--- src/rtl/climate_sequencer_pkg.sv ---
// Shared types and constants for the climate sequencer.
// State encoding, keypad field ids, BCD limit and mode values.
package climate_sequencer_pkg;

    typedef enum logic [1:0] {
        ST_IDLE    = 2'd0,
        ST_REQ     = 2'd1,
        ST_COMPARE = 2'd2,
        ST_HOLD    = 2'd3
    } state_t;

    localparam logic [1:0] FID_TENS  = 2'd0;
    localparam logic [1:0] FID_UNITS = 2'd1;
    localparam logic [1:0] FID_MOTOR = 2'd2;
    localparam logic [1:0] FID_PRES  = 2'd3;

    localparam logic [3:0] BCD_MAX = 4'd9;

    localparam logic [3:0] MOTOR_OFF     = 4'd0;
    localparam logic [3:0] MOTOR_AUTO    = 4'd1;
    localparam logic [3:0] PRES_IGNORE   = 4'd0;
    localparam logic [3:0] PRES_REQUIRED = 4'd1;

    // Two BCD digits (each already checked <= 9) to a binary value <= 99.
    function automatic logic [6:0] bcd_to_bin(
        input logic [3:0] tens,
        input logic [3:0] units
    );
        return ({3'b000, tens} * 7'd10) + {3'b000, units};
    endfunction

endpackage

--- src/rtl/climate_sequencer_cfg_shadow_regs.sv ---
// Shadow/active configuration registers with commit validation.
// Emits registered cfg_ok/cfg_err pulses alongside the active-set update.
module cfg_shadow_regs
    import climate_sequencer_pkg::*;
(
    input  logic       i_clk,
    input  logic       i_rst_n,
    input  logic       i_field_valid,
    input  logic [1:0] i_field_id,
    input  logic [3:0] i_field_data,
    input  logic       i_commit,
    output logic       o_accept,
    output logic [6:0] o_setpoint,
    output logic       o_active,
    output logic       o_cfg_ok,
    output logic       o_cfg_err,
    output logic       o_auto,
    output logic       o_pres_req,
    output logic       o_next_auto,
    output logic       o_next_pres_req
);

    logic [3:0] r_sh_tens;
    logic [3:0] r_sh_units;
    logic [3:0] r_sh_motor;
    logic [3:0] r_sh_pres;
    logic [6:0] r_setpoint;
    logic       r_active;
    logic       r_cfg_ok;
    logic       r_cfg_err;
    logic       r_auto;
    logic       r_pres_req;
    logic       w_valid;
    logic       w_accept;

    // Validation sees the shadow contents before any same-cycle field write.
    assign w_valid = (r_sh_tens <= BCD_MAX) && (r_sh_units <= BCD_MAX)
                  && (r_sh_motor <= MOTOR_AUTO) && (r_sh_pres <= PRES_REQUIRED);
    assign w_accept = i_commit && w_valid;

    // Capture parsed fields; last write to an id wins.
    always_ff @(posedge i_clk or negedge i_rst_n) begin
        if (!i_rst_n) begin
            r_sh_tens  <= '0;
            r_sh_units <= '0;
            r_sh_motor <= '0;
            r_sh_pres  <= '0;
        end else if (i_field_valid) begin
            unique case (i_field_id)
                FID_TENS:  r_sh_tens  <= i_field_data;
                FID_UNITS: r_sh_units <= i_field_data;
                FID_MOTOR: r_sh_motor <= i_field_data;
                FID_PRES:  r_sh_pres  <= i_field_data;
            endcase
        end
    end

    // Promote a validated shadow set and pulse the commit result.
    always_ff @(posedge i_clk or negedge i_rst_n) begin
        if (!i_rst_n) begin
            r_setpoint <= '0;
            r_active   <= 1'b0;
            r_cfg_ok   <= 1'b0;
            r_cfg_err  <= 1'b0;
            r_auto     <= 1'b0;
            r_pres_req <= 1'b0;
        end else begin
            r_cfg_ok  <= w_accept;
            r_cfg_err <= i_commit && !w_valid;
            if (w_accept) begin
                r_setpoint <= bcd_to_bin(r_sh_tens, r_sh_units);
                r_active   <= 1'b1;
                r_auto     <= (r_sh_motor == MOTOR_AUTO);
                r_pres_req <= (r_sh_pres == PRES_REQUIRED);
            end
        end
    end

    assign o_accept        = w_accept;
    assign o_setpoint      = r_setpoint;
    assign o_active        = r_active;
    assign o_cfg_ok        = r_cfg_ok;
    assign o_cfg_err       = r_cfg_err;
    assign o_auto          = r_auto;
    assign o_pres_req      = r_pres_req;
    assign o_next_auto     = w_accept ? (r_sh_motor == MOTOR_AUTO) : r_auto;
    assign o_next_pres_req = w_accept ? (r_sh_pres == PRES_REQUIRED) : r_pres_req;

endmodule

--- src/rtl/climate_sequencer.sv ---
// Fan/motor sequencer: sample divider, ADC request FSM, hysteresis
// compare and minimum on-time hold, with shut-off overrides.
module climate_sequencer
    import climate_sequencer_pkg::*;
#(
    parameter int unsigned SAMPLE_DIV  = 1000,
    parameter int unsigned ADC_TIMEOUT = 255,
    parameter int unsigned MIN_ON      = 500,
    parameter int unsigned HYST        = 1
) (
    input  logic       i_clk,
    input  logic       i_rst_n,
    input  logic       i_field_valid,
    input  logic [1:0] i_field_id,
    input  logic [3:0] i_field_data,
    input  logic       i_commit,
    input  logic [6:0] i_adc_data,
    input  logic       i_adc_ack,
    input  logic       i_presence_in,
    output logic       o_adc_req,
    output logic       o_motor_on,
    output logic [6:0] o_setpoint,
    output logic       o_cfg_ok,
    output logic       o_cfg_err,
    output logic       o_timeout_err,
    output logic       o_active
);

    localparam int DIV_W = $clog2(SAMPLE_DIV);
    localparam int TO_W  = $clog2(ADC_TIMEOUT + 1);
    localparam int ON_W  = $clog2(MIN_ON + 1);

    localparam logic [DIV_W-1:0] DIV_LAST = DIV_W'(SAMPLE_DIV - 1);
    localparam logic [TO_W-1:0]  TO_LAST  = TO_W'(ADC_TIMEOUT - 1);
    localparam logic [ON_W-1:0]  ON_LOAD  = ON_W'(MIN_ON);
    localparam logic [7:0]       HYST_8   = 8'(HYST);

    state_t            r_state;
    state_t            w_state_nxt;
    logic              r_adc_req;
    logic              w_req_nxt;
    logic              r_motor_on;
    logic              w_motor_nxt;
    logic [6:0]        r_temp;
    logic [6:0]        w_temp_nxt;
    logic [TO_W-1:0]   r_to_cnt;
    logic [TO_W-1:0]   w_to_nxt;
    logic [ON_W-1:0]   r_hold_cnt;
    logic [ON_W-1:0]   w_hold_nxt;
    logic [DIV_W-1:0]  r_div;
    logic              r_timeout_err;
    logic              w_to_set;
    logic              w_tick;
    logic              w_accept;
    logic [6:0]        w_setpoint;
    logic              w_active;
    logic              w_auto;
    logic              w_pres_req;
    logic              w_next_auto;
    logic              w_next_pres_req;
    logic              w_permit;
    logic              w_force_off;
    logic [7:0]        w_thresh;
    logic              w_temp_hi;
    logic              w_temp_lo;

    cfg_shadow_regs u_cfg (
        .i_clk           (i_clk),
        .i_rst_n         (i_rst_n),
        .i_field_valid   (i_field_valid),
        .i_field_id      (i_field_id),
        .i_field_data    (i_field_data),
        .i_commit        (i_commit),
        .o_accept        (w_accept),
        .o_setpoint      (w_setpoint),
        .o_active        (w_active),
        .o_cfg_ok        (o_cfg_ok),
        .o_cfg_err       (o_cfg_err),
        .o_auto          (w_auto),
        .o_pres_req      (w_pres_req),
        .o_next_auto     (w_next_auto),
        .o_next_pres_req (w_next_pres_req)
    );

    assign w_tick      = w_active && (r_div == DIV_LAST);
    assign w_thresh    = {1'b0, w_setpoint} + HYST_8;
    assign w_temp_hi   = ({1'b0, r_temp} >= w_thresh);
    assign w_temp_lo   = (r_temp < w_setpoint);
    assign w_permit    = w_auto && (!w_pres_req || i_presence_in);
    // Uses the post-commit mode so a same-cycle accepted commit takes effect.
    assign w_force_off = !w_next_auto || (w_next_pres_req && !i_presence_in);

    // Free-running sample divider once a configuration is active.
    always_ff @(posedge i_clk or negedge i_rst_n) begin
        if (!i_rst_n) begin
            r_div <= '0;
        end else if (!w_active || w_tick) begin
            r_div <= '0;
        end else begin
            r_div <= r_div + 1'b1;
        end
    end

    // Sticky timeout flag; a timeout in the same cycle wins over a clear.
    always_ff @(posedge i_clk or negedge i_rst_n) begin
        if (!i_rst_n) begin
            r_timeout_err <= 1'b0;
        end else if (w_to_set) begin
            r_timeout_err <= 1'b1;
        end else if (w_accept) begin
            r_timeout_err <= 1'b0;
        end
    end

    // FSM and datapath state registers.
    always_ff @(posedge i_clk or negedge i_rst_n) begin
        if (!i_rst_n) begin
            r_state    <= ST_IDLE;
            r_adc_req  <= 1'b0;
            r_motor_on <= 1'b0;
            r_temp     <= '0;
            r_to_cnt   <= '0;
            r_hold_cnt <= '0;
        end else begin
            r_state    <= w_state_nxt;
            r_adc_req  <= w_req_nxt;
            r_motor_on <= w_motor_nxt;
            r_temp     <= w_temp_nxt;
            r_to_cnt   <= w_to_nxt;
            r_hold_cnt <= w_hold_nxt;
        end
    end

    // Next-state logic: request, compare, hold, then shut-off overrides.
    always_comb begin
        w_state_nxt = r_state;
        w_req_nxt   = r_adc_req;
        w_motor_nxt = r_motor_on;
        w_temp_nxt  = r_temp;
        w_to_nxt    = r_to_cnt;
        w_hold_nxt  = r_hold_cnt;
        w_to_set    = 1'b0;
        unique case (r_state)
            ST_IDLE: begin
                if (w_tick) begin
                    w_state_nxt = ST_REQ;
                    w_req_nxt   = 1'b1;
                    w_to_nxt    = '0;
                end
            end
            ST_REQ: begin
                if (i_adc_ack) begin
                    w_temp_nxt  = i_adc_data;
                    w_req_nxt   = 1'b0;
                    w_state_nxt = ST_COMPARE;
                end else if (r_to_cnt == TO_LAST) begin
                    w_req_nxt   = 1'b0;
                    w_to_set    = 1'b1;
                    w_state_nxt = ST_IDLE;
                end else begin
                    w_to_nxt = r_to_cnt + 1'b1;
                end
            end
            ST_COMPARE: begin
                w_state_nxt = ST_IDLE;
                if (w_temp_hi && w_permit) begin
                    w_motor_nxt = 1'b1;
                    w_hold_nxt  = ON_LOAD;
                    w_state_nxt = ST_HOLD;
                end else if (w_temp_lo || !w_permit) begin
                    w_motor_nxt = 1'b0;
                end
            end
            ST_HOLD: begin
                if (r_hold_cnt == '0) begin
                    w_state_nxt = ST_IDLE;
                end else begin
                    w_hold_nxt = r_hold_cnt - 1'b1;
                end
            end
            default: w_state_nxt = ST_IDLE;
        endcase
        if (w_force_off) begin
            w_motor_nxt = 1'b0;
            if (w_state_nxt == ST_HOLD) begin
                w_state_nxt = ST_IDLE;
            end
        end
    end

    assign o_adc_req     = r_adc_req;
    assign o_motor_on    = r_motor_on;
    assign o_setpoint    = w_setpoint;
    assign o_timeout_err = r_timeout_err;
    assign o_active      = w_active;

endmodule

--- config.mk ---
export PLATFORM = sky130hd
export DESIGN_NAME = climate_sequencer
export DESIGN_NICKNAME = d
export VERILOG_FILES = /design/src/rtl/climate_sequencer_pkg.sv /design/src/rtl/climate_sequencer_cfg_shadow_regs.sv /design/src/rtl/climate_sequencer.sv
export SDC_FILE = /design/constraint.sdc
export NUM_CORES = 1
export LEC_CHECK = 0
export ABC_AREA = 1
export CAP_MARGIN = 40
export CORE_MARGIN = 2
export CORE_UTILIZATION = 63
export DETAILED_ROUTE_END_ITERATION = 10
export PLACE_DENSITY = 0.92
export SETUP_SLACK_MARGIN = 0.1
export SLEW_MARGIN = 5
export SYNTH_ARGS = -nofsm -noshare
export SYNTH_HDL_FRONTEND = slang
export SYNTH_SLANG_ARGS = --single-unit
--- constraint.sdc ---
create_clock -name i_clk -period 3.1 [get_ports i_clk]
set_input_delay 0.62 -clock i_clk [delete_from_list [all_inputs] [get_ports i_clk]]
set_output_delay 0.62 -clock i_clk [all_outputs]
set_load 0.01 [all_outputs]
==> results of run 1 <==
path summary, 6_finish.rpt:
| kind | start | end | slack, ns | cells after the start |
|---|---|---|---|---|
| min in group i_clk | r_div[0] | r_div[0] | 0.48 | 1 |
| worst min register to register | r_div[0] | r_div[0] | 0.48 | 1 |
| worst max-delay path | u_cfg.o_setpoint[0] | r_hold_cnt[5] | 0.86 | 14 |
| worst max register to register | u_cfg.o_setpoint[0] | r_hold_cnt[5] | 0.86 | 14 |
| max in group asynchronous | i_rst_n | r_hold_cnt[8] | 2.12 | 2 |
| worst min-delay path | i_rst_n | r_temp[4] | 0.32 | 1 |
worst max-delay path, delay by kind of cell, from the launching register on:
family	cells	cell delay, ns
xor+xnor	1	0.14
compound gates	1	0.11
fa+ha+maj	2	0.54
buf+inv	1	0.07
flops	1	0.43
simple gates	9	0.82
synth_stat cells, drive strengths merged:
| cell type | n | share of area (%) |
|---|---|---|
| a21boi | 2 | 0.40 |
| a21oi | 13 | 1.8 |
| and2 | 2 | 0.33 |
| buf | 1 | 0.13 |
| clkinv | 1 | 0.43 |
| dfrtp | 67 | 44 |
| fa | 2 | 1.1 |
| ha | 25 | 8.2 |
| inv | 59 | 6.0 |
| nand2 | 121 | 13 |
| nand3 | 29 | 4.9 |
| nand3b | 2 | 0.40 |
| nand4 | 6 | 1.3 |
| nor2 | 36 | 4.7 |
| nor3 | 5 | 0.66 |
| nor3b | 4 | 0.79 |
| nor4 | 1 | 0.16 |
| o21ai | 39 | 5.6 |
| o21bai | 3 | 0.59 |
| o22ai | 1 | 0.16 |
| o31ai | 4 | 1.1 |
| or2 | 1 | 0.16 |
| xnor2 | 3 | 0.69 |
| xor2 | 13 | 3.0 |
stage by stage:
step	hold slack [ns]	worst slack, ns	util [%]
2_1_floorplan	0.324	1.05	-
3_3_place_gp	0.455	1.02	71.6
3_5_place_dp	0.476	0.893	71.6
4_1_cts	0.338	0.852	75.6
5_1_grt	0.373	0.645	75.6
6_report	0.325	0.863	75.6
sequential cells by signal, summed over array words and instances (netlist names), 2 cells and up:
signal            cells
u_cfg.o_setpoint      7
u_cfg.r_sh_pres       4
r_to_cnt              8
u_cfg.r_sh_motor      4
u_cfg.r_sh_units      4
r_state               2
r_temp                7
r_div                10
u_cfg.r_sh_tens       4
r_hold_cnt            9
routing by layer:
metal  track usage, %  part of all wire [%]  vias up
met5                0                     0        -
met3             6.26                   4.1       19
li1                 -                     -     1499
met1             28.6                    42     1444
met2             47.9                    52       65
met4             12.3                   2.3        0
kinds of logic after synthesis:
logic type                 Yosys count
DFF                                 67
AOI/OAI and AO/OA                   62
and+or+nand+nor                    207
adders and majority gates           27
xor gates and xnor gates            16
buffers and inverters               61
layout make-up:
type                       instances  area, um^2  area share, %
sequential                        67        1680           37.7
clock inverter                     5        85.1           1.91
timing repair buffer              32         325           7.31
inverter                          60         243           5.46
clock buffer                      11         151           3.40
tap                               75        93.8           2.11
multi-input combinational        312        1870           42.1
report_power, final:
part / switching [W] / internal (W)
combinational: 0.000439 / 0.000353
sequential: 0.000127 / 0.000987
clock: 0.000345 / 0.000499
total: 0.000911 / 0.00184
==> impl_summary.txt, run 1 <==
----------------------------------------------------
[Outcome]
  Run status ... finished clean

[Route]
  Total routed wirelength ... 7700 um
  Routed WL per cell ... 13.7 um
  Vias per cell ... 5.39
  Number of design rule violations left after detail routing ... 0
  Initial DRT Pass Iterations ... 5
  Vias after detailed routing ... 3027
  Number of nets still failing antenna checks after routing ... 0
  DRC violation total after the first TritonRoute iteration ... 197

[Critical path]
  Critical path type ... reg -> reg
  Worst endpoint data arrival time ... 2.49 ns
  Cell with the biggest individual delay on the critical path ... dfrtp_1
  Sort of element at the end of the critical path ... flop
  Cell chain of the critical path ... ha_1 -> nand3_1 -> nor2_1 -> xor2_1 -> ha_1 -> nand3_1 -> a21oi_2 -> nand2_1 -> nand2_2 -> nand3_4 -> nand2_8 -> clkinv_8 -> nand2_1 -> nand2_1
  Most common cell on crit path ... nand2_1
  CP max stage delay ... 0.43 ns
  Crit path max fanout ... 9
  Worst endpoint required time ... 3.35 ns
  Setup crit start kind ... flop

[Floorplan]
  IO Pins ... 32
  Die Y-Extent ... 81.6 um
  Die area ... 6660 um^2
  Initial core utilization ... 64.5%
  Area of the core ... 5890 um^2
  Die width ... 81.6 um
  Std cell rows ... 28

[Cells and area]
  Proportion of layout cells with a drive suffix above 1 ... 12.3%
  Post-route standard cell area excluding fillers ... 4450 um^2
  Area grow syn2layout ... 17.1%
  Most frequent cells in the layout ... nand2_1, dfrtp_1, inv_1
  Diode insertion count for antenna repair ... 0
  Most common library cell in the layout ignoring fill and taps ... nand2_1
  Filler cells ... 398
  Count of nets after finishing ... 528
  Final cell count without fillers ... 562

[STA]
  Final period util ... 72.2%
  Final setup violating endpoints ... 0
  Transition time of the tightest slew-check pin ... 0.749 ns
  Setup repair after global routing missed its margin ... no
  Clock Skews ... 0.0133 ns
  Max-slew violation count ... 0
  Total negative slack for setup checks ... 0 ns
  Timing-limited maximum frequency ... 0.447 GHz
  Count of endpoints failing hold in the final timing report ... 0
  Min Clock Period, post-route ... 2.24 ns
  Worst slew margin relative to its limit ... 50.1%

[Worst hold path]
  Type of the tightest min-delay check ... in -> async

[Place]
  Detailed-placement wirelength estimate ... 5760 um
  Routability cong. ... 0.856
  Post-Place Cells ... 546
  Number of input and output port buffers inserted ... 31
  Placed inst area ... 4210 um^2

[Clock network]
  H-tree levels ... 3
  Num CTS Buffers ... 9
  Post-cts repair resize count ... 0
  CTS tree ... built
  CTS max path bufs ... 2
  Clock insertion delay at the later pin of the skew report ... 0.36 ns
  Setup fix buffers added after clock tree synthesis ... 0
  Number of clock sinks ... 67
  Clock transition at the registers of the reported paths ... 0.08 ns
  Root cell of the clock tree ... clkbuf_8
  Number of hold buffers added after CTS ... 0

[Synthesis]
  Fraction of the mapped netlist area in simple logic gates ... 26.7%
  Synth Area in XOR/XNOR ... 3.69%
  Share of the yosys chip area belonging to registers ... 44.2%
  Count of state elements after synthesis ... 67
  Multiplexer share of the synthesized area ... 0%
  Mapped cell area ... 3800 um^2
  Syn nets ... 486
  Synth Warn # ... 0
  Combinational family with the most area after synthesis ... simple AND/OR/NAND/NOR gates
  Number of instances in the synthesized netlist ... 440
  Post-Synth Adder-Cell Area ... 9.29%
  Syn avg cell area ... 8.63 um^2
  Compound-gate portion of the synthesized area ... 9.65%
  Library cells used by synthesis ... 37

[Global route]
  Number of global-route vias before repair ... 3077
  Total track usage ... 26.2%
  Total overflow reported by the global router ... 0
  Wire length of the first global-routing pass ... 13200 um
  Initial antenna violation count ... 0
  Maximum number of pins on one net before global-route repair ... 36

[Pwr]
  Power density of the placed cells ... 618 nW/um^2
  Pwr Total ... 0.00275 W
  Worst-case vdd ir drop ... 524 uV
  Leakage power total ... 2.14 nW

[Job]
  Number of max-cap violations ... 0

----------------------------------------------------
Power figures use the tool's default switching activity.
==> inputs of run 2 (changes only) <==
--- a/config.mk
+++ b/config.mk
@@ -8,9 +8,9 @@
 export ABC_AREA = 1
 export CAP_MARGIN = 40
 export CORE_MARGIN = 2
-export CORE_UTILIZATION = 63
+export CORE_UTILIZATION = 58
 export DETAILED_ROUTE_END_ITERATION = 10
-export PLACE_DENSITY = 0.92
+export PLACE_DENSITY = 0.86
 export SETUP_SLACK_MARGIN = 0.1
 export SLEW_MARGIN = 5
 export SYNTH_ARGS = -nofsm -noshare
==> constraint.sdc (replaced) <==
create_clock -name i_clk -period 2.2 [get_ports i_clk]
set_input_delay 0.44 -clock i_clk [delete_from_list [all_inputs] [get_ports i_clk]]
set_output_delay 0.44 -clock i_clk [all_outputs]
set_load 0.01 [all_outputs]
==> run 2 against run 1 <==
  * The flow now finishes with violations (negative setup slack)
  * Critical endpoint is now r_hold_cnt[7]
  * Power up 37%
  * Highest routed layer unchanged
  * Clock power up 12%
  * Clock-buffer cell count up 1
==> impl_summary.txt, run 2 (synthesis gave the netlist of run 1 again) <==
----------------------------------------------------
[Route]
  Routed WL per cell ... 14.2 um (+3.6%)
  Initial DRT Pass Iterations ... 7 (+2)
  Vias per cell ... 5.39 (about the same)
  Total routed wirelength ... 8220 um (+6.8%)
  Number of nets still failing antenna checks after routing ... 0 (unchanged)
  DRC violation total after the first TritonRoute iteration ... 226 (+15%)
  Number of design rule violations left after detail routing ... 0 (unchanged)
  Vias after detailed routing ... 3120 (+3.1%)

[Pwr]
  Switching share of power ... 35.4% (+2.3 points)
  Leakage power total ... 2.19 nW (+2.4%)
  Share of power burned in combinational logic ... 33.5% (+4.7 points)
  Part of the power in registers ... 41.5% (+1.0 points)
  Power density of the placed cells ... 828 nW/um^2 (+34%)
  Worst-case vdd ir drop ... 571 uV (+9.0%)
  Pint ... 0.00244 W (+33%)
  Sw Pwr ... 0.00134 W (+47%)
  Proportion of power drawn by the clock network ... 25.0% (-5.7 points)

[STA]
  Setup repair after global routing missed its margin ... yes
  Transition time of the tightest slew-check pin ... 0.349 ns (-0.400 ns)
  Max-slew violation count ... 0 (unchanged)
  Worst slew margin relative to its limit ... 76.7% (+27 points)
  Final period util ... 104% (+31 points)
  Final setup violating endpoints ... 8 (+8)
  Hold slack final ... 0.0841 ns (-0.241 ns)
  Timing-limited maximum frequency ... 0.439 GHz (-1.9%)
  Count of endpoints failing hold in the final timing report ... 0 (unchanged)
  Min Clock Period, post-route ... 2.28 ns (+0.0432 ns)
  Total negative slack for setup checks ... -0.283 ns (-0.283 ns)
  Minimum setup slack in the final design ... -0.0801 ns (-0.943 ns)
  Clock Skews ... 0.0109 ns (-0.00242 ns)

[Outcome]
  Failing checks ... negative setup slack
  Run status ... complete, but fails checks

[Critical path]
  Worst endpoint data arrival time ... 2.50 ns (about the same)
  Reg2reg setup slack ... -0.08 ns (-0.94 ns)
  End of the worst register-to-register path ... r_hold_cnt[7]
  Path depth of the worst reg2reg path ... 14 (unchanged)
  Critical path type ... reg -> reg
  Setup crit start kind ... flop
  Sort of element at the end of the critical path ... flop
  Beginning of the worst register-to-register path ... u_cfg.o_setpoint[0]
  Crit path max fanout ... 6 (-3)
  Worst endpoint required time ... 2.42 ns (-0.93 ns)

[Floorplan]
  Die width ... 84.9 um (+4.0%)
  Std cell rows ... 29 (+3.6%)
  IO Pins ... 32 (unchanged)
  Die Y-Extent ... 84.9 um (+4.0%)
  Initial core utilization ... 59.8% (-4.7 points)
  Area of the core ... 6350 um^2 (+7.9%)
  Die area ... 7210 um^2 (+8.2%)

[Clock network]
  Clock insertion delay at the later pin of the skew report ... 0.34 ns (-0.02 ns)
  Clock transition at the registers of the reported paths ... 0.08 ns (about the same)
  Number of hold buffers added after CTS ... 0 (unchanged)
  H-tree levels ... 3 (unchanged)
  CTS max path bufs ... 2 (unchanged)
  Num CTS Buffers ... 9 (unchanged)
  Number of clock sinks ... 67 (unchanged)
  CTS tree ... built
  Root cell of the clock tree ... clkbuf_8

[Global route]
  Wire length of the first global-routing pass ... 13800 um (+4.9%)
  Maximum number of pins on one net before global-route repair ... 68 (+89%)
  Total overflow reported by the global router ... 0 (unchanged)
  Number of global-route vias before repair ... 3098 (+0.68%)
  Initial antenna violation count ... 0 (unchanged)
  Total track usage ... 24.1% (-2.1 points)

[Cells and area]
  Area grow syn2layout ... 20.2%
  Final cell count without fillers ... 579 (+3.0%)
  Filler cells ... 441 (+11%)
  Flip-flop count of the largest register after layout ... 10 (unchanged)
  Most common library cell in the layout ignoring fill and taps ... nand2_1
  Largest registers ... r_div x10, r_hold_cnt x9, r_to_cnt x8
  Post-route standard cell area excluding fillers ... 4570 um^2 (+2.6%)
  Diode insertion count for antenna repair ... 0 (unchanged)
  Proportion of layout cells with a drive suffix above 1 ... 18.1% (+5.8 points)
  Reg with most FFs ... r_div
  Count of nets after finishing ... 543 (+2.8%)
  Most frequent cells in the layout ... nand2_1, dfrtp_1, inv_1

[Job]
  Number of max-cap violations ... 0 (unchanged)

[Place]
  Routability cong. ... 0.906 (+5.8%)
  Placed inst area ... 4230 um^2 (+0.42%)
  Post-Place Cells ... 550 (+0.73%)
  Number of input and output port buffers inserted ... 31 (unchanged)
  Detailed-placement wirelength estimate ... 5490 um (-4.6%)

[Worst hold path]
  Type of the tightest min-delay check ... in -> async

----------------------------------------------------
## run 2: per-stage QoR
stage               power [W]  setup WS (ns)  util, %
floorplan             0.00227          0.151        -
global placement      0.00261          0.132     66.6
detailed placement    0.00269        -0.0243     66.6
CTS                   0.00370         0.0429     70.6
global route          0.00402         -0.165     71.9
finish                0.00378        -0.0801     71.9
## run 2: worst max-delay path, stage by stage, from the launching register on
cell	delay [ns]
dfrtp_1	0.42
ha_2	0.21
nand3_2	0.10
nor2_2	0.04
xor2_1	0.16
ha_1	0.32
inv_1	0.06
o21bai_1	0.14
nand2_1	0.11
nand2_2	0.11
nand3_4	0.14
nand2_8	0.13
clkinv_8	0.07
nand2_2	0.07
nand2_1	0.06
## run 2: repair_timing
| item | 4_1_cts | 5_1_grt |
|---|---|---|
| setup endpoints to repair | 10 | 13 |
| cloned | 1 | 0 |
| setup buffers | 5 | 7 |
| gates resized for setup | 8 | 10 |
| pin swaps | 8 | 8 |
## run 2: worst max path at each step
stage	from	end	cells after the start
6_report	u_cfg.o_setpoint[0]	r_hold_cnt[7]	14
5_1_grt	u_cfg.o_setpoint[0]	r_hold_cnt[7]	14
4_1_cts	u_cfg.o_setpoint[0]	r_hold_cnt[5]	14
3_5_place_dp	u_cfg.o_setpoint[0]	r_hold_cnt[5]	14
3_3_place_gp	u_cfg.o_setpoint[0]	r_hold_cnt[7]	14
2_1_floorplan	u_cfg.o_setpoint[0]	r_hold_cnt[7]	14
## run 2: layer usage
metal | vias up | wire length, um | GRT usage (%)
met5 | - | 0 | 0
met4 | 0 | 193 | 10.5
met3 | 21 | 315 | 5.35
met2 | 78 | 4170 | 41.3
met1 | 1486 | 3540 | 29.3
li1 | 1535 | - | -
## run 2: area by class of cell
| class | instances | area [um^2] | share of cell area (%) |
|---|---|---|---|
| timing repair buffer | 46 | 434 | 9.51 |
| inverter | 60 | 243 | 5.32 |
| multi-input combinational | 313 | 1930 | 42.4 |
| clock buffer | 12 | 155 | 3.40 |
| tap | 77 | 96.3 | 2.11 |
| sequential | 67 | 1680 | 36.7 |
| clock inverter | 4 | 25.0 | 0.548 |
## run 2: power by group through the flow
stage                     clock (W)  sequential, W  combinational (W)
after CTS                  0.000955        0.00156            0.00118
after global routing        0.00101        0.00158            0.00143
after global placement            0        0.00157            0.00104
after detailed placement          0        0.00158            0.00110
after floorplan                   0        0.00157           0.000698
final                      0.000945        0.00157            0.00127
==> inputs of run 3 (changes only) <==
--- a/config.mk
+++ b/config.mk
@@ -9,6 +9,7 @@
 export CAP_MARGIN = 40
 export CORE_MARGIN = 2
 export CORE_UTILIZATION = 58
+export CTS_BUF_LIST = sky130_fd_sc_hd__clkbuf_16
 export DETAILED_ROUTE_END_ITERATION = 10
 export PLACE_DENSITY = 0.86
 export SETUP_SLACK_MARGIN = 0.1
==> run 3 against run 2 <==
  * The flow still finishes with violations (negative setup slack)
  * Power increased by 11%
  * Register-to-register slack lost 0.08 ns
  * Critical path depth unchanged
==> impl_summary.txt, run 3 (synthesis gave the netlist of run 1 again) <==
----------------------------------------------------
[Outcome]
  Run status ... complete, but fails checks
  Failing checks ... negative setup slack

[Clock network]
  CTS max path bufs ... 2 (unchanged)
  H-tree levels ... 3 (unchanged)
  Clock insertion delay at the later pin of the skew report ... 0.33 ns (about the same)
  Num CTS Buffers ... 9 (unchanged)
  CTS tree ... built
  Root cell of the clock tree ... clkbuf_16
  Clock transition at the registers of the reported paths ... 0.06 ns (-0.02 ns)
  Number of clock sinks ... 67 (unchanged)
  Number of hold buffers added after CTS ... 0 (unchanged)

[Cells and area]
  Count of nets after finishing ... 544 (+0.18%)
  Flip-flop count of the largest register after layout ... 10 (unchanged)
  Diode insertion count for antenna repair ... 0 (unchanged)
  FF+latch area ... 1680 um^2 (about the same)
  Most common library cell in the layout ignoring fill and taps ... nand2_1
  Final cell count without fillers ... 580 (+0.17%)
  Area grow syn2layout ... 22.9%
  Proportion of layout cells with a drive suffix above 1 ... 17.7% (-0.43 points)
  Area of the multi-input gates ... 1940 um^2 (+0.52%)
  Largest registers ... r_div x10, r_hold_cnt x9, r_to_cnt x8
  Reg with most FFs ... r_div
  Most frequent cells in the layout ... nand2_1, dfrtp_1, inv_1
  Filler cells ... 429 (-2.7%)

[Global route]
  Total track usage ... 24.4% (+0.29 points)
  Number of global-route vias before repair ... 3165 (+2.2%)
  Initial antenna violation count ... 0 (unchanged)
  Maximum number of pins on one net before global-route repair ... 68 (unchanged)
  Wire length of the first global-routing pass ... 14100 um (+1.9%)
  Total overflow reported by the global router ... 0 (unchanged)

[Critical path]
  Crit path max fanout ... 4 (-2)
  Cell chain of the critical path ... buf_4 -> ha_4 -> nand3_2 -> nor2_2 -> xor2_1 -> ha_1 -> inv_1 -> o21bai_1 -> nand2_1 -> nand2_2 -> buf_4 -> o21bai_1 -> nand2_1 -> a21oi_2
  Buf+Inv Stages, Crit Path ... 3 (+1)
  Setup crit start kind ... flop
  Worst endpoint required time ... 2.45 ns (+0.03 ns)
  Cell with the biggest individual delay on the critical path ... dfrtp_1
  CP max stage delay ... 0.39 ns (-0.03 ns)
  Kind of cell with the highest combined delay on the critical path ... simple AND/OR/NAND/NOR gates
  Critical path type ... reg -> reg
  Worst endpoint data arrival time ... 2.61 ns (+0.11 ns)
  Sort of element at the end of the critical path ... flop

[Pwr]
  Part of the power in registers ... 37.5% (-4.0 points)
  Switching share of power ... 34.2% (-1.2 points)
  Power density of the placed cells ... 902 nW/um^2 (+8.9%)
  Worst-case vdd ir drop ... 634 uV (+11%)
  Leakage power total ... 2.25 nW (+2.4%)
  Share of power burned in combinational logic ... 32.2% (-1.3 points)
  Sw Pwr ... 0.00144 W (+7.6%)
  Proportion of power drawn by the clock network ... 30.2% (+5.2 points)
  Pint ... 0.00277 W (+13%)

[STA]
  Final setup violating endpoints ... 12 (+4)
  Total negative slack for setup checks ... -1.20 ns (-0.916 ns)
  Final period util ... 107% (+3.4 points)
  Count of endpoints failing hold in the final timing report ... 0 (unchanged)
  Hold slack final ... 0.111 ns (+0.0264 ns)
  Minimum setup slack in the final design ... -0.156 ns (-0.0759 ns)
  Clock Skews ... 0.00737 ns (-0.00349 ns)
  Worst slew margin relative to its limit ... 76.5% (-0.23 points)
  Transition time of the tightest slew-check pin ... 0.352 ns (+0.00349 ns)
  Timing-limited maximum frequency ... 0.424 GHz (-3.2%)
  Min Clock Period, post-route ... 2.36 ns (+0.0759 ns)
  Setup repair after global routing missed its margin ... yes
  Max-slew violation count ... 0 (unchanged)

[Place]
  Number of input and output port buffers inserted ... 31 (unchanged)
  Post-Place Cells ... 550 (unchanged)
  Detailed-placement wirelength estimate ... 5490 um (unchanged)
  Routability cong. ... 0.906 (unchanged)
  Placement Setup Slack ... -0.0243 ns (unchanged)

[Route]
  Initial DRT Pass Iterations ... 7 (unchanged)
  Number of nets still failing antenna checks after routing ... 0 (unchanged)
  Routed WL per cell ... 14.9 um (+4.7%)
  Vias after detailed routing ... 3199 (+2.5%)
  Total routed wirelength ... 8610 um (+4.8%)
  Number of design rule violations left after detail routing ... 0 (unchanged)
  DRC violation total after the first TritonRoute iteration ... 230 (+1.8%)
  Vias per cell ... 5.52 (+2.4%)

[Floorplan]
  Die width ... 84.9 um (unchanged)
  Die area ... 7210 um^2 (unchanged)
  Area of the core ... 6350 um^2 (unchanged)
  Die Y-Extent ... 84.9 um (unchanged)
  Std cell rows ... 29 (unchanged)
  Initial core utilization ... 59.8% (unchanged)
  IO Pins ... 32 (unchanged)

[Worst hold path]
  Type of the tightest min-delay check ... in -> async

[Job]
  Number of max-cap violations ... 0 (unchanged)

----------------------------------------------------
## run 3: changes by cell type in the layout (fill, tap and decap cells not counted), sizes merged
| cell | change |
|---|---|
| clkbuf | -3 |
| clkinv | +2 |
| buf | +1 |
| inv | +1 |
## run 3: final cells by class
| class | count | share of cell area, % |
|---|---|---|
| clock buffer | 9 | 4.83 |
| multi-input combinational | 313 | 41.7 |
| sequential | 67 | 36.0 |
| clock inverter | 7 | 0.778 |
| tap | 77 | 2.06 |
| inverter | 60 | 5.20 |
| timing repair buffer | 47 | 9.47 |
## run 3: final timing paths
| kind | start | end | slack [ns] | cells past startpoint |
|---|---|---|---|---|
| setup / recovery | u_cfg.o_setpoint[0] | o_motor_on | -0.16 | 14 |
| hold / removal | i_rst_n | r_temp[1] | 0.11 | 2 |
| setup reg to reg | u_cfg.o_setpoint[0] | o_motor_on | -0.16 | 14 |
| hold reg to reg | o_adc_req | o_adc_req | 0.48 | 2 |
| max in group asynchronous | i_rst_n | u_cfg.o_setpoint[2] | 1.78 | 2 |
| min in group i_clk | o_adc_req | o_adc_req | 0.48 | 2 |
## run 3: per-stage QoR
step	util, %	area [um^2]	power [W]
floorplan	-	3800	0.00227
global placement	66.6	4230	0.00261
detailed placement	66.6	4230	0.00269
CTS	72.1	4580	0.00405
global route	73.5	4670	0.00444
finish	73.5	4670	0.00421
## run 3: what timing repair did
action / in CTS / in global routing
setup endpoints to repair: 9 / 13
pin swaps: 8 / 11
hold endpoints to repair: 0 / 0
resized for setup: 8 / 11
cloned: 1 / 0
setup buffers: 7 / 6
## run 3: power by group through the flow
stage	Clock, W	Sequential (W)	Combinational [W]
after floorplan	0	0.00157	0.000698
after global placement	0	0.00157	0.00104
after detailed placement	0	0.00158	0.00110
after CTS	0.00127	0.00156	0.00122
after global routing	0.00134	0.00160	0.00150
final	0.00127	0.00158	0.00136
## run 3: per-layer routing
metal	vias to the layer above	track usage (%)	wire (um)
met3	35	4.86	435
met1	1512	29.2	3530
met4	0	12.4	332
li1	1534	-	-
met5	-	0	0
met2	118	41.8	4310
## run 3: worst register-to-register path, stage by stage (launching register included)
cell and delay (ns):
dfrtp_1 0.39, buf_4 0.14, ha_4 0.13, nand3_2 0.10, nor2_2 0.16, xor2_1 0.22, ha_1 0.30, inv_1 0.08
o21bai_1 0.07, nand2_1 0.11, nand2_2 0.09, buf_4 0.13, o21bai_1 0.11, nand2_1 0.10, a21oi_2 0.15
==> RTL change (flow settings as in run 3) <==
Re-encode `state_t` (4 states) as one-hot, 4 bits wide.
--- a/src/rtl/climate_sequencer_pkg.sv
+++ b/src/rtl/climate_sequencer_pkg.sv
@@ -4,7 +4,7 @@
 
-    typedef enum logic [1:0] {
-        ST_IDLE    = 2'd0,
-        ST_REQ     = 2'd1,
-        ST_COMPARE = 2'd2,
-        ST_HOLD    = 2'd3
+    typedef enum logic [3:0] {
+        ST_IDLE    = 4'b0001,
+        ST_REQ     = 4'b0010,
+        ST_COMPARE = 4'b0100,
+        ST_HOLD    = 4'b1000
     } state_t;
Formal check against the unedited RTL: same outputs for any inputs over 10 cycles, from zero or initial values and one cycle with i_rst_n low; not proved beyond that.
==> RTL change against run 3 <==
  * The flow still finishes with violations (negative setup slack)
  * Worst setup slack improved by 0.15 ns
  * Power rose by 0.54%
  * Sequential cell count rose by 2
  * Synthesized area rose by 2.5%
  * Final area rose by 2.8%
  * Worst hold slack got worse by 0.0055 ns
  * Routed wire length rose by 11%
  * Global-route usage rose by 1.7 points
==> RTL change: results (changes against run 3) <==
INFO  metric detail_route.iter0.violations = 172 (-25%)
INFO  metric hold_ws = 0.1050 ns (-0.005474 ns)
INFO  metric global_route.usage.met3 = 0.06641 (+0.01777)
INFO  metric synthTopCellsByArea = sky130_fd_sc_hd__dfrtp_1 (44%), sky130_fd_sc_hd__nand2_1 (13%), sky130_fd_sc_hd__ha_1 (8.0%)
INFO  metric htree_levels = 3 (unchanged)
INFO  metric first_global_vias = 3,344 (+5.7%)
INFO  metric p_clk = 1310 uW (+3%)
INFO  metric combinationalPowerShare = 0.320 (-0.002)
INFO  metric number_of_cells_on_the_worst_reg_to_reg_path = 15 (+1)
INFO  metric path_max_fanout = 7 (+3)
INFO  metric globalRouteMet2Util = 0.4581 (+0.04003)
INFO  metric finalWeightedCongestion = 0.9021 (-0.44%)
INFO  metric status = finished with violations
INFO  metric final.setup_skew = 0.006659 ns (-0.0007079 ns)
INFO  metric cellLeakagePower = 0.002359 uW (+4.9%)
INFO  metric global_routing_met1_resource_utilization = 0.3014 (+0.008961)
INFO  metric met1Wirelength = 3864 um (+9.4%)
INFO  metric detailed_place.area = 4333 um2 (+2.5%)
INFO  metric wire_length_of_the_first_global_routing_pass = 14,860 um (+5.6%)
INFO  metric timing.critical_path.arrival = 2.48 ns (-0.13 ns)
INFO  metric wl_met3 = 516 um (+19%)
INFO  metric switching_share = 0.3490 (+0.006911)
INFO  metric layoutNonFillerInstCount = 617 (+6.4%)
INFO  metric detailed_place_hpwl = 5931 um (+8.0%)
INFO  metric violations = negative setup slack
INFO  metric grt_start_max_net_pins = 70 (+2.9%)
INFO  metric avgViaCountPerCell = 5.564 (+0.88%)
INFO  metric final_critical_path_setup_slack = -0.003712 ns (+0.1522 ns)
INFO  metric timing.max_slew.rel_slack = 0.6707 (-0.09437)
INFO  metric firstDrtPassIters = 5 (-2)
INFO  metric port_buffers = 31 (unchanged)
INFO  metric worst_ir_drop_on_vdd = 0.7121 mV (+12%)
INFO  metric syn_area_per_cell = 8.090 um2 (-6.3%)
INFO  metric drt-total-wl = 9596 um (+11%)
INFO  metric mappedNetlistNets = 527 (+8.4%)
INFO  metric finalSetupViolCount = 1 (-11)
INFO  metric total_negative_setup_slacks = -0.003712 ns (+1.196 ns)
INFO  metric critical_path.reg2reg.endpoint = r_hold_cnt[7]$_DFFE_PN0P_
INFO  metric met2_length = 4965 um (+15%)
INFO  metric pre_cts_slack = -0.1234 ns (-0.09911 ns)
INFO  metric unique_cell_type_count_in_the_yosys_netlist = 38 (+2.7%)
INFO  metric synth_seq_area_share = 0.4441 (+0.002536)
INFO  metric drive_above_1_share = 0.1574 (-0.01953)
INFO  metric synth_common_cells = sky130_fd_sc_hd__nand2_1 (134), sky130_fd_sc_hd__dfrtp_1 (68), sky130_fd_sc_hd__inv_1 (58)
==> RTL change: cell types whose count changed after synthesis, sizes merged, moves of 2 or more <==
cell,run 3,this run
nor3b,4,0
o21ai,39,44
nor3,5,7
nor2,36,47
nand2,121,137
o21bai,3,0
a21oi,13,16
or2,1,3
inv,59,68
o31ai,4,1
==> RTL change: cells by family after synthesis <==
| group | synth area share |
|---|---|
| xor+xnor | 0.03601 |
| fa+ha+maj | 0.09068 |
| buf+inv | 0.07074 |
| simple gates | 0.2650 |
| compound gates | 0.09357 |
| flops | 0.4441 |
==> RTL change: worst max-delay path, stage by stage (launching register included) <==
cell and delay [ns]:
sky130_fd_sc_hd__dfrtp_2 0.42, sky130_fd_sc_hd__nand2_2 0.08, sky130_fd_sc_hd__nor2_4 0.14, sky130_fd_sc_hd__inv_2 0.05, sky130_fd_sc_hd__nor2_2 0.08, sky130_fd_sc_hd__xor2_1 0.19, sky130_fd_sc_hd__ha_1 0.29, sky130_fd_sc_hd__nand2_1 0.08
sky130_fd_sc_hd__nand2_1 0.05, sky130_fd_sc_hd__nand2_1 0.05, sky130_fd_sc_hd__nand2_1 0.07, sky130_fd_sc_hd__nand2_2 0.10, sky130_fd_sc_hd__nand2_4 0.08, sky130_fd_sc_hd__a31oi_4 0.26, sky130_fd_sc_hd__nand2_1 0.11, sky130_fd_sc_hd__nand2_1 0.06
==> RTL change: cell type report <==
class | count | area (um2)
Clock buffer | 9 | 225.2
Timing Repair Buffer | 45 | 426.7
Fill cell | 432 | 1625
Sequential cell | 69 | 1733
Inverter | 68 | 257.7
Tap cell | 77 | 96.34
Clock inverter | 7 | 43.79
Multi-Input combinational cell | 342 | 2014
==> RTL change: what timing repair did <==
item                       CTS  global route
cloned                       1             0
pin swaps                    8            16
setup endpoints to repair   12            13
resized for setup            8            22
setup buffers                4             6
